==> config.mk <==
export PLATFORM = sky130hd
export DESIGN_NAME = multi_issue_scoreboard
export DESIGN_NICKNAME = d
export VERILOG_FILES = /design/src/rtl/multi_issue_scoreboard.sv
export SDC_FILE = /design/constraint.sdc
export NUM_CORES = 1
export LEC_CHECK = 0
export ABC_AREA = 1
export CAP_MARGIN = 20
export CORE_MARGIN = 10
export CORE_UTILIZATION = 35
export CTS_BUF_LIST = sky130_fd_sc_hd__clkbuf_8
export DETAILED_ROUTE_END_ITERATION = 7
export PLACE_DENSITY_LB_ADDON = 0.08
export SETUP_SLACK_MARGIN = 0.15
export SYNTH_ARGS = -nofsm -noshare
export SYNTH_HDL_FRONTEND = slang
export SYNTH_SLANG_ARGS = --single-unit
==> constraint.sdc <==
create_clock -name clk -period 9 [get_ports clk]
set_input_delay 2.7 -clock clk [delete_from_list [all_inputs] [get_ports clk]]
set_output_delay 2.7 -clock clk [all_outputs]
set_load 0.01 [all_outputs]
==> src/rtl/multi_issue_scoreboard.sv <==
// N-lane issue scoreboard: per-register pending-write countdowns select the issuable prefix
// of the decode bundle and steer the bypass muxes; issue/stall/fwd are combinational.
module multi_issue_scoreboard #(
  parameter int LANES  = 2,
  parameter int NREG   = 32,
  parameter int LAT_W  = 3,
  parameter int LIDX_W = (LANES > 1) ? $clog2(LANES) : 1,
  parameter int SCNT_W = 16
) (
  input  logic                    clk,
  input  logic                    rst_n,
  input  logic [LANES-1:0]        lane_valid_d,
  input  logic [LANES*5-1:0]      rs1_d,
  input  logic [LANES*5-1:0]      rs2_d,
  input  logic [LANES*5-1:0]      rd_d,
  input  logic [LANES-1:0]        regwrite_d,
  input  logic [LANES*LAT_W-1:0]  lat_d,
  input  logic [LANES-1:0]        use_rs1_d,
  input  logic [LANES-1:0]        use_rs2_d,
  input  logic                    flush,
  output logic [LANES-1:0]        issue,
  output logic                    stall_f,
  output logic                    stall_d,
  output logic [LANES-1:0]        fwd_vld1,
  output logic [LANES-1:0]        fwd_vld2,
  output logic [LANES*LIDX_W-1:0] fwd_lane1,
  output logic [LANES*LIDX_W-1:0] fwd_lane2,
  output logic [SCNT_W-1:0]       stall_cycles
);

  localparam logic [LAT_W-1:0] LAT_ONE = {{(LAT_W-1){1'b0}}, 1'b1};

  logic [LAT_W-1:0]  cnt_q   [NREG];
  logic [LAT_W-1:0]  cnt_d   [NREG];
  logic [LIDX_W-1:0] plane_q [NREG];
  logic [LIDX_W-1:0] plane_d [NREG];
  logic [SCNT_W-1:0] stall_cycles_q, stall_cycles_d;

  logic [4:0]       rs1     [LANES];
  logic [4:0]       rs2     [LANES];
  logic [4:0]       rd      [LANES];
  logic [LAT_W-1:0] lat_eff [LANES];
  logic [LANES-1:0] writes;
  logic [LANES-1:0] blocked;
  logic             chain;

  for (genvar g = 0; g < LANES; g++) begin : g_unpack
    assign rs1[g]     = rs1_d[g*5 +: 5];
    assign rs2[g]     = rs2_d[g*5 +: 5];
    assign rd[g]      = rd_d[g*5 +: 5];
    assign lat_eff[g] = (lat_d[g*LAT_W +: LAT_W] == '0) ? LAT_ONE : lat_d[g*LAT_W +: LAT_W];
    assign writes[g]  = regwrite_d[g] && (rd[g] != 5'd0);
  end

  // Hazard detection: no in-bundle bypass, so any older same-bundle writer of a source blocks.
  always_comb begin
    blocked = '0;
    for (int i = 0; i < LANES; i++) begin
      if (use_rs1_d[i] && rs1[i] != 5'd0 && cnt_q[rs1[i]] > LAT_ONE) blocked[i] = 1'b1;
      if (use_rs2_d[i] && rs2[i] != 5'd0 && cnt_q[rs2[i]] > LAT_ONE) blocked[i] = 1'b1;
      if (writes[i] && cnt_q[rd[i]] > lat_eff[i]) blocked[i] = 1'b1;
      for (int k = 0; k < i; k++) begin
        if (lane_valid_d[k] && writes[k]) begin
          if (use_rs1_d[i] && rs1[i] == rd[k]) blocked[i] = 1'b1;
          if (use_rs2_d[i] && rs2[i] == rd[k]) blocked[i] = 1'b1;
          if (writes[i] && rd[i] == rd[k] && lat_eff[k] > lat_eff[i]) blocked[i] = 1'b1;
        end
      end
    end
  end

  always_comb begin
    issue = '0;
    chain = !flush;
    for (int i = 0; i < LANES; i++) begin
      issue[i] = chain && lane_valid_d[i] && !blocked[i];
      chain    = issue[i];
    end
  end

  assign stall_d      = (|(lane_valid_d & ~issue)) && !flush;
  assign stall_f      = stall_d;
  assign stall_cycles = stall_cycles_q;

  // Bypass steering only; deliberately not an input to issue.
  always_comb begin
    fwd_vld1  = '0;
    fwd_vld2  = '0;
    fwd_lane1 = '0;
    fwd_lane2 = '0;
    for (int i = 0; i < LANES; i++) begin
      if (use_rs1_d[i] && rs1[i] != 5'd0 && cnt_q[rs1[i]] == LAT_ONE) begin
        fwd_vld1[i]                   = 1'b1;
        fwd_lane1[i*LIDX_W +: LIDX_W] = plane_q[rs1[i]];
      end
      if (use_rs2_d[i] && rs2[i] != 5'd0 && cnt_q[rs2[i]] == LAT_ONE) begin
        fwd_vld2[i]                   = 1'b1;
        fwd_lane2[i*LIDX_W +: LIDX_W] = plane_q[rs2[i]];
      end
    end
  end

  always_comb begin
    for (int r = 0; r < NREG; r++) begin
      cnt_d[r]   = (cnt_q[r] != '0) ? cnt_q[r] - LAT_ONE : cnt_q[r];
      plane_d[r] = plane_q[r];
    end
    // Ascending lane order lets the youngest writer of a shared rd win.
    for (int i = 0; i < LANES; i++) begin
      if (issue[i] && writes[i]) begin
        cnt_d[rd[i]]   = lat_eff[i];
        plane_d[rd[i]] = LIDX_W'(i);
      end
    end
    stall_cycles_d = stall_cycles_q;
    if (stall_d && stall_cycles_q != {SCNT_W{1'b1}}) stall_cycles_d = stall_cycles_q + 1'b1;
  end

  always_ff @(posedge clk or negedge rst_n) begin
    if (!rst_n) begin
      for (int r = 0; r < NREG; r++) begin
        cnt_q[r]   <= '0;
        plane_q[r] <= '0;
      end
      stall_cycles_q <= '0;
    end else begin
      for (int r = 0; r < NREG; r++) begin
        cnt_q[r]   <= cnt_d[r];
        plane_q[r] <= plane_d[r];
      end
      stall_cycles_q <= stall_cycles_d;
    end
  end

endmodule

==> Word-level counts from Yosys, hierarchy flattened <==
Cells that the tools add are included.
{ "classes": {"n_addsub": 33, "magnitude_cmp": 15, "eq_ne": 8, "mux": 96, "bitwise": 11, "reduce_logical": 75} }
{ "ops": {"columns": ["cell", "n"], "rows": [
  ["$bwmux W96", 2],
  ["$mux W96", 2],
  ["$mux W3", 48],
  ["$reduce_bool A3 Y1", 32],
  ["$sub A3 B1 Y3 const B", 32],
  ["$bmux W3 S5", 6],
  ["$mux W32", 2],
  ["$ge A6 B6 Y1 const B", 6],
  ["$not A5 Y6", 6],
  ["$and A32 B32 Y32", 1],
  ["$not A32 Y32", 1],
  ["$or A32 B32 Y32", 1],
  ["$logic_and A1 B1 Y1", 31],
  ["$demux W3 S5", 2],
  ["$reduce_bool A5 Y1", 6],
  ["$mux W1", 28],
  ["$bmux W1 S5", 4],
  ["$add A16 B1 Y16 const B", 1],
  ["$ne A16 B16 Y1 const B", 1],
  ["$eq A5 B5 Y1", 3],
  ["$eq A3 B1 Y1 const B", 4],
  ["$gt A3 B1 Y1 const B", 4],
  ["$lt A6 B1 Y1 const B", 2],
  ["$demux W1 S5", 2],
  ["other kinds (6)", 11]
]} }
{ "totals": {"reg_bits": 144, "input_bits": 47, "out_inout_bits": 28, "wordCells": 303} }

==> Longest topological paths before layout <==
{ "logic_depth": {"word_depth": 20, "mapped_depth": 24, "ltp_nobuf": 20} }

==> Worst setup path after synthesis <==
OpenSTA, ideal clock, no wires.
{ "synth_path": {"kind": "input-to-output", "startpoint": "in rd_d[0]", "endpoint": "out stall_f", "arrival_time_ns": 5.570, "t_required_ns": 6.300, "slack_ns": 0.730, "path_stages": 19, "n_path_buf": 3, "cell_sequence": "buf_2 inv_2 nor2_1 clkinv_1 clkbuf_1 o22ai_1 o21ai_0 nand4_1 or2_2 ha_1 nand2_1 or2_2 a22oi_1 a211oi_2 nand3_2 nand2_1 nand2_1 and2_1 buf_4"} }
{ "synth_between": {"elab_chain_len": 15, "word_cells_on_any_way": 30, "classes_between": "order compare (1); eq/ne (3); mux (8); bitwise (3); reduce/logical (15)"} }
{ "synth_rtl": {"columns": ["item", "line", "source"], "rows": [
  ["start: declaration", "15", "input logic [LANES*5-1:0] rd_d,"],
  ["$not A5 Y6 (implied by the code)", "61", "if (writes[i] && cnt_q[rd[i]] > lat_eff[i]) blocked[i] = 1'b1;"],
  ["$bmux W3 S5", "61", null],
  ["$mux W3 (implied by the code) (2 in a row)", "61", null],
  ["$gt A3 B3 Y1", "61", null],
  ["$logic_and A1 B1 Y1", "61", null],
  ["$mux W1", "61", null],
  ["$logic_not A1 Y1", "76", "issue[i] = chain && lane_valid_d[i] && !blocked[i];"],
  ["$logic_and A1 B1 Y1 (3 in a row)", "76", null],
  ["$not A2 Y2 *", "81", "assign stall_d = (|(lane_valid_d & ~issue)) && !flush;"],
  ["$and A2 B2 Y2 *", "81", null],
  ["$reduce_or A2 Y1 *", "81", null],
  ["$logic_and A1 B1 Y1 *", "81", null],
  ["end: declaration", "22", "output logic stall_f,"]
]} }
Every way passes the cells marked *; elsewhere a longest branch is shown, timed or not. The select of a mux whose other input is x is not followed.

==> Worst setup path in the final report <==
{ "layout_path": {"startpoint": "in rd_d[5]", "endpoint": "out stall_d"} }
{ "layout_between": {"elab_chain_len": 17, "word_cells_on_any_way": 22, "classes_between": "order compare (1); eq/ne (1); mux (8); bitwise (3); reduce/logical (9)"} }
{ "layout_rtl": {"columns": ["item", "line", "source"], "rows": [
  ["$not A5 Y6 (implied by the code)", "61", null],
  ["$bmux W3 S5", "61", null],
  ["$mux W3 (implied by the code) (2 in a row)", "61", null],
  ["$gt A3 B3 Y1", "61", null],
  ["$logic_and A1 B1 Y1", "61", null],
  ["$mux W1", "61", null],
  ["$mux W1", "64", "if (use_rs1_d[i] && rs1[i] == rd[k]) blocked[i] = 1'b1;"],
  ["$mux W1", "65", "if (use_rs2_d[i] && rs2[i] == rd[k]) blocked[i] = 1'b1;"],
  ["$mux W1", "66", "if (writes[i] && rd[i] == rd[k] && lat_eff[k] > lat_eff[i]) blocked[i] = 1'b1;"],
  ["$mux W1 *", "63", "if (lane_valid_d[k] && writes[k]) begin"],
  ["$logic_not A1 Y1 *", "76", null],
  ["$logic_and A1 B1 Y1 *", "76", null],
  ["$not A2 Y2 *", "81", null],
  ["$and A2 B2 Y2 *", "81", null],
  ["$reduce_or A2 Y1 *", "81", null],
  ["$logic_and A1 B1 Y1 *", "81", null],
  ["end: declaration", "23", "output logic stall_d,"]
]} }
Marks and branches as above.

==> flow_summary.toml <==
[outcome]
status = "complete, no violations"

[synth]
syn-instance-count = 2603
synth_area_leaders = "dfrtp_1, nand2_1, nand3_1, ha_1, o21ai_0"
seq_area_frac_synth_pct = 22.36
avgSynthCellArea_um2 = 6.193
synth_top_area_cell = "dfrtp_1"
ys_warn_count = 0
synth_seq_cells = 144
yosys.area.top_type_share_pct = 22.36
synthArstFlopShare_pct = 100.0
synth_edf_count = 0
synth_nets = 2756
ys.flop_type = "dfrtp_1"
synth_area_mm2 = 0.01612
synth_cell_types = 43

[timing]
skew_ns = 0.02090
final-setup-viol-count = 0
fin_setup_tns_ns = 0
maxSlewHeadroom_pct = 25.33
finalHoldViolCount = 0
slew_viol_final = 0
rsz0062_at_grt = "false"
period_share_pct = 96.21
min_period_ns = 8.659
worstMarginPinSlew_ns = 1.116
max_freq_ghz = 0.1155

[layout]
fin_cells = 3277
nets = 2818
multiInputGateArea_mm2 = 0.01085
nFillCells = 4955
drive_above_1_share_pct = 9.451
syn_to_final_growth_pct = 14.35
finish.utilization_pct = 40.53
num_antenna_cells = 0
seqCellArea_mm2 = 0.003603

[grt]
grt_pass1_wl_um = 128700
grtUsageTotal_pct = 31.19
grt_start_max_net_pins = 66
antenna_found_initial = 0
grt_pass1_vias = 17750
grt-ovfl-total = 0

[floorplanning]
rows = 78
die_w_um = 234.6
start_util_pct = 35.44
die_area_mm2 = 0.05504
design.core.area_mm2 = 0.04548
ios = 75
dieHeight_um = 234.6

[worst_setup_path]
critPathTopFamily = "simple AND/OR/NAND/NOR gates"
worst-path-buf-inv = 4
worst-path-max-fanout = 6
worst-setup-path-type = "input pin to output port"
path_common_cell = "o21ai_0"
cp.arrival_ns = 5.96
cp-end-kind = "output port"
worstPathRequired_ns = 6.30
cp_slowest_cell = "ha_1"
crit_chain = "clkdlybuf4s15_2 > inv_1 > nand2_2 > buf_4 > o22ai_1 > o21ai_0 > nand4_1 > or2_2 > ha_1 > a21oi_1 > o21ai_0 > nand2_1 > o21ai_0 > a21oi_1 > nand3_1 > nor2_4 > nor2_4 > and2_4 > dlygate4sd2_1"
slowest_delay_ns = 0.32
startpoint_type = "input pin"

[clock_tree]
cts.path.max_buffers = 2
clkLatencyLatePin_ns = 0.58
cts_max_level = 4
clkTransAtPathRegs_ns = 0.09
root_buffer = "clkbuf_8"
holdBufCountCts = 0
cts_buffers = 17
cts.sinks = 144
tritoncts = "yes"

[placement]
io_buffers = 74
dp_cells = 3243
globalplace.congestion = 1.001
dp_hpwl_um = 66890

[pwr]
pwr_density_cell_mw_per_mm2 = 227.8
ir_drop_v = 0.0001676
power_mw = 4.200
leakagePower_nw = 8.884

[drt]
num_vias = 19430
wl_per_cell_um = 27.29
drc = 0
wl_um = 89430
first_iter_violations = 2220
drtAntennaViolNets = 0
viasPerCell = 5.928
drtPass1Iterations = 5

[flow_run]
drv_cap = 0

[worst_hold_path]
worstHoldPathType = "register to register"
cell usage in the layout, fill, tap and decap left out, types with 4 or more instances in the layout:
cell	Yosys	final
a211oi_1	10	10
a21oi_1	161	159
buf_12	0	10
buf_2	34	4
buf_4	11	121
buf_6	7	4
clkbuf_8	0	17
clkdlybuf4s50_1	0	57
clkinv_1	9	7
clkinvlp_4	0	5
dfrtp_1	144	144
dlygate4sd2_1	0	5
ha_1	106	106
inv_1	241	240
inv_2	12	13
inv_6	0	4
nand2_1	718	718
nand3_1	288	288
nand4_1	56	56
nand4_2	29	28
nor2_1	131	131
nor2_2	4	4
nor2_4	6	6
nor3_1	23	16
nor3_2	0	4
o21ai_0	262	258
o21ai_1	26	30
o221ai_1	5	5
o22ai_1	96	96
o311ai_0	27	27
or2_2	6	6
xnor2_1	29	29
xor2_1	23	23
flip-flops by register name, indices dropped and copies added (netlist names):
name          count
stall_cycles     16
cnt_q            96
plane_q          32
report_power, final:
group	switching [mW]	total [mW]	leakage, nW	internal (mW)
logic	1.67	2.58	6.85	0.909
clock network	0.325	0.522	0.167	0.197
registers	0.280	1.10	1.87	0.822
total	2.27	4.20	8.88	1.93
Yosys cell counts, types with 2 or more instances:
master	number
nor4_1	3
nand3_1	288
clkbuf_1	99
nor2_4	6
ha_1	106
nand4_2	29
a211oi_1	10
and2_1	2
buf_2	34
nand2_1	718
buf_6	7
buf_4	11
inv_1	241
o221ai_1	5
o211ai_1	3
dfrtp_1	144
o22ai_1	96
nor2_2	4
o31ai_1	3
nand4_1	56
o21ai_1	26
inv_2	12
nor3_1	23
xor2_1	23
nand2_2	3
xnor2_1	29
a21oi_1	161
clkinv_1	9
o21ai_0	262
nand3_2	2
nor2_1	131
or2_2	6
o311ai_0	27
buf_1	14
a221oi_1	2
routing by layer:
layer | routed length [um] | up-vias | global-route usage, %
met4 | 4987 | 0 | 16.53
li1 | - | 8911 | -
met2 | 39400 | 1011 | 47.79
met1 | 38400 | 9303 | 41.11
met3 | 6649 | 200 | 5.363
met5 | 0 | - | 0
cell families after synthesis:
group	synth area share, %
AOI/OAI and AO/OA	20.53
buffers and inverters	10.82
adders and majority gates	8.228
DFF	22.36
xor gates and xnor gates	2.825
and+or+nand+nor	35.24
final cells by class:
cell class,count,area share [%]
Clock buffer,17,1.269
Clock inverter,14,0.6720
Inverter,262,5.349
Multi-Input combinational cell,2031,58.87
Sequential cell,144,19.55
Tap cell,600,4.073
Timing Repair Buffer,209,10.22
metrics by stage:
stage | worst slack [ns] | hold slack (ns) | instance area (um2)
2_1_floorplan | 0.7295 | 0.4290 | 16120
3_3_place_gp | -0.2104 | 0.3658 | 18010
3_5_place_dp | -0.2767 | 0.3656 | 18010
4_1_cts | 0.1575 | 0.3903 | 18380
5_1_grt | 0.1835 | 0.3979 | 18430
6_report | 0.3411 | 0.3845 | 18430
timing repair:
item                                    4_1_cts  5_1_grt
buffers inserted                              0        2
resized for setup                            18       16
endpoints found under the setup margin        4        4
gates cloned                                  0        1
pin swaps                                     2        5
final timing paths:
path                                        from                           to  slack, ns  depth (start not counted)
setup reg to reg             cnt_q[43]$_DFF_PN0_          cnt_q[60]$_DFF_PN0_       3.91                         21
setup / recovery                         rd_d[5]                      stall_d       0.34                         19
max in group asynchronous                  rst_n  stall_cycles[7]$_DFFE_PN0P_       5.72                          2
min in group asynchronous                  rst_n        plane_q[13]$_DFF_PN0_       2.10                          1
hold / removal             plane_q[31]$_DFF_PN0_        plane_q[31]$_DFF_PN0_       0.38                          0
hold reg to reg            plane_q[31]$_DFF_PN0_        plane_q[31]$_DFF_PN0_       0.38                          0
No activity file was read; power rests on OpenSTA's default activity.
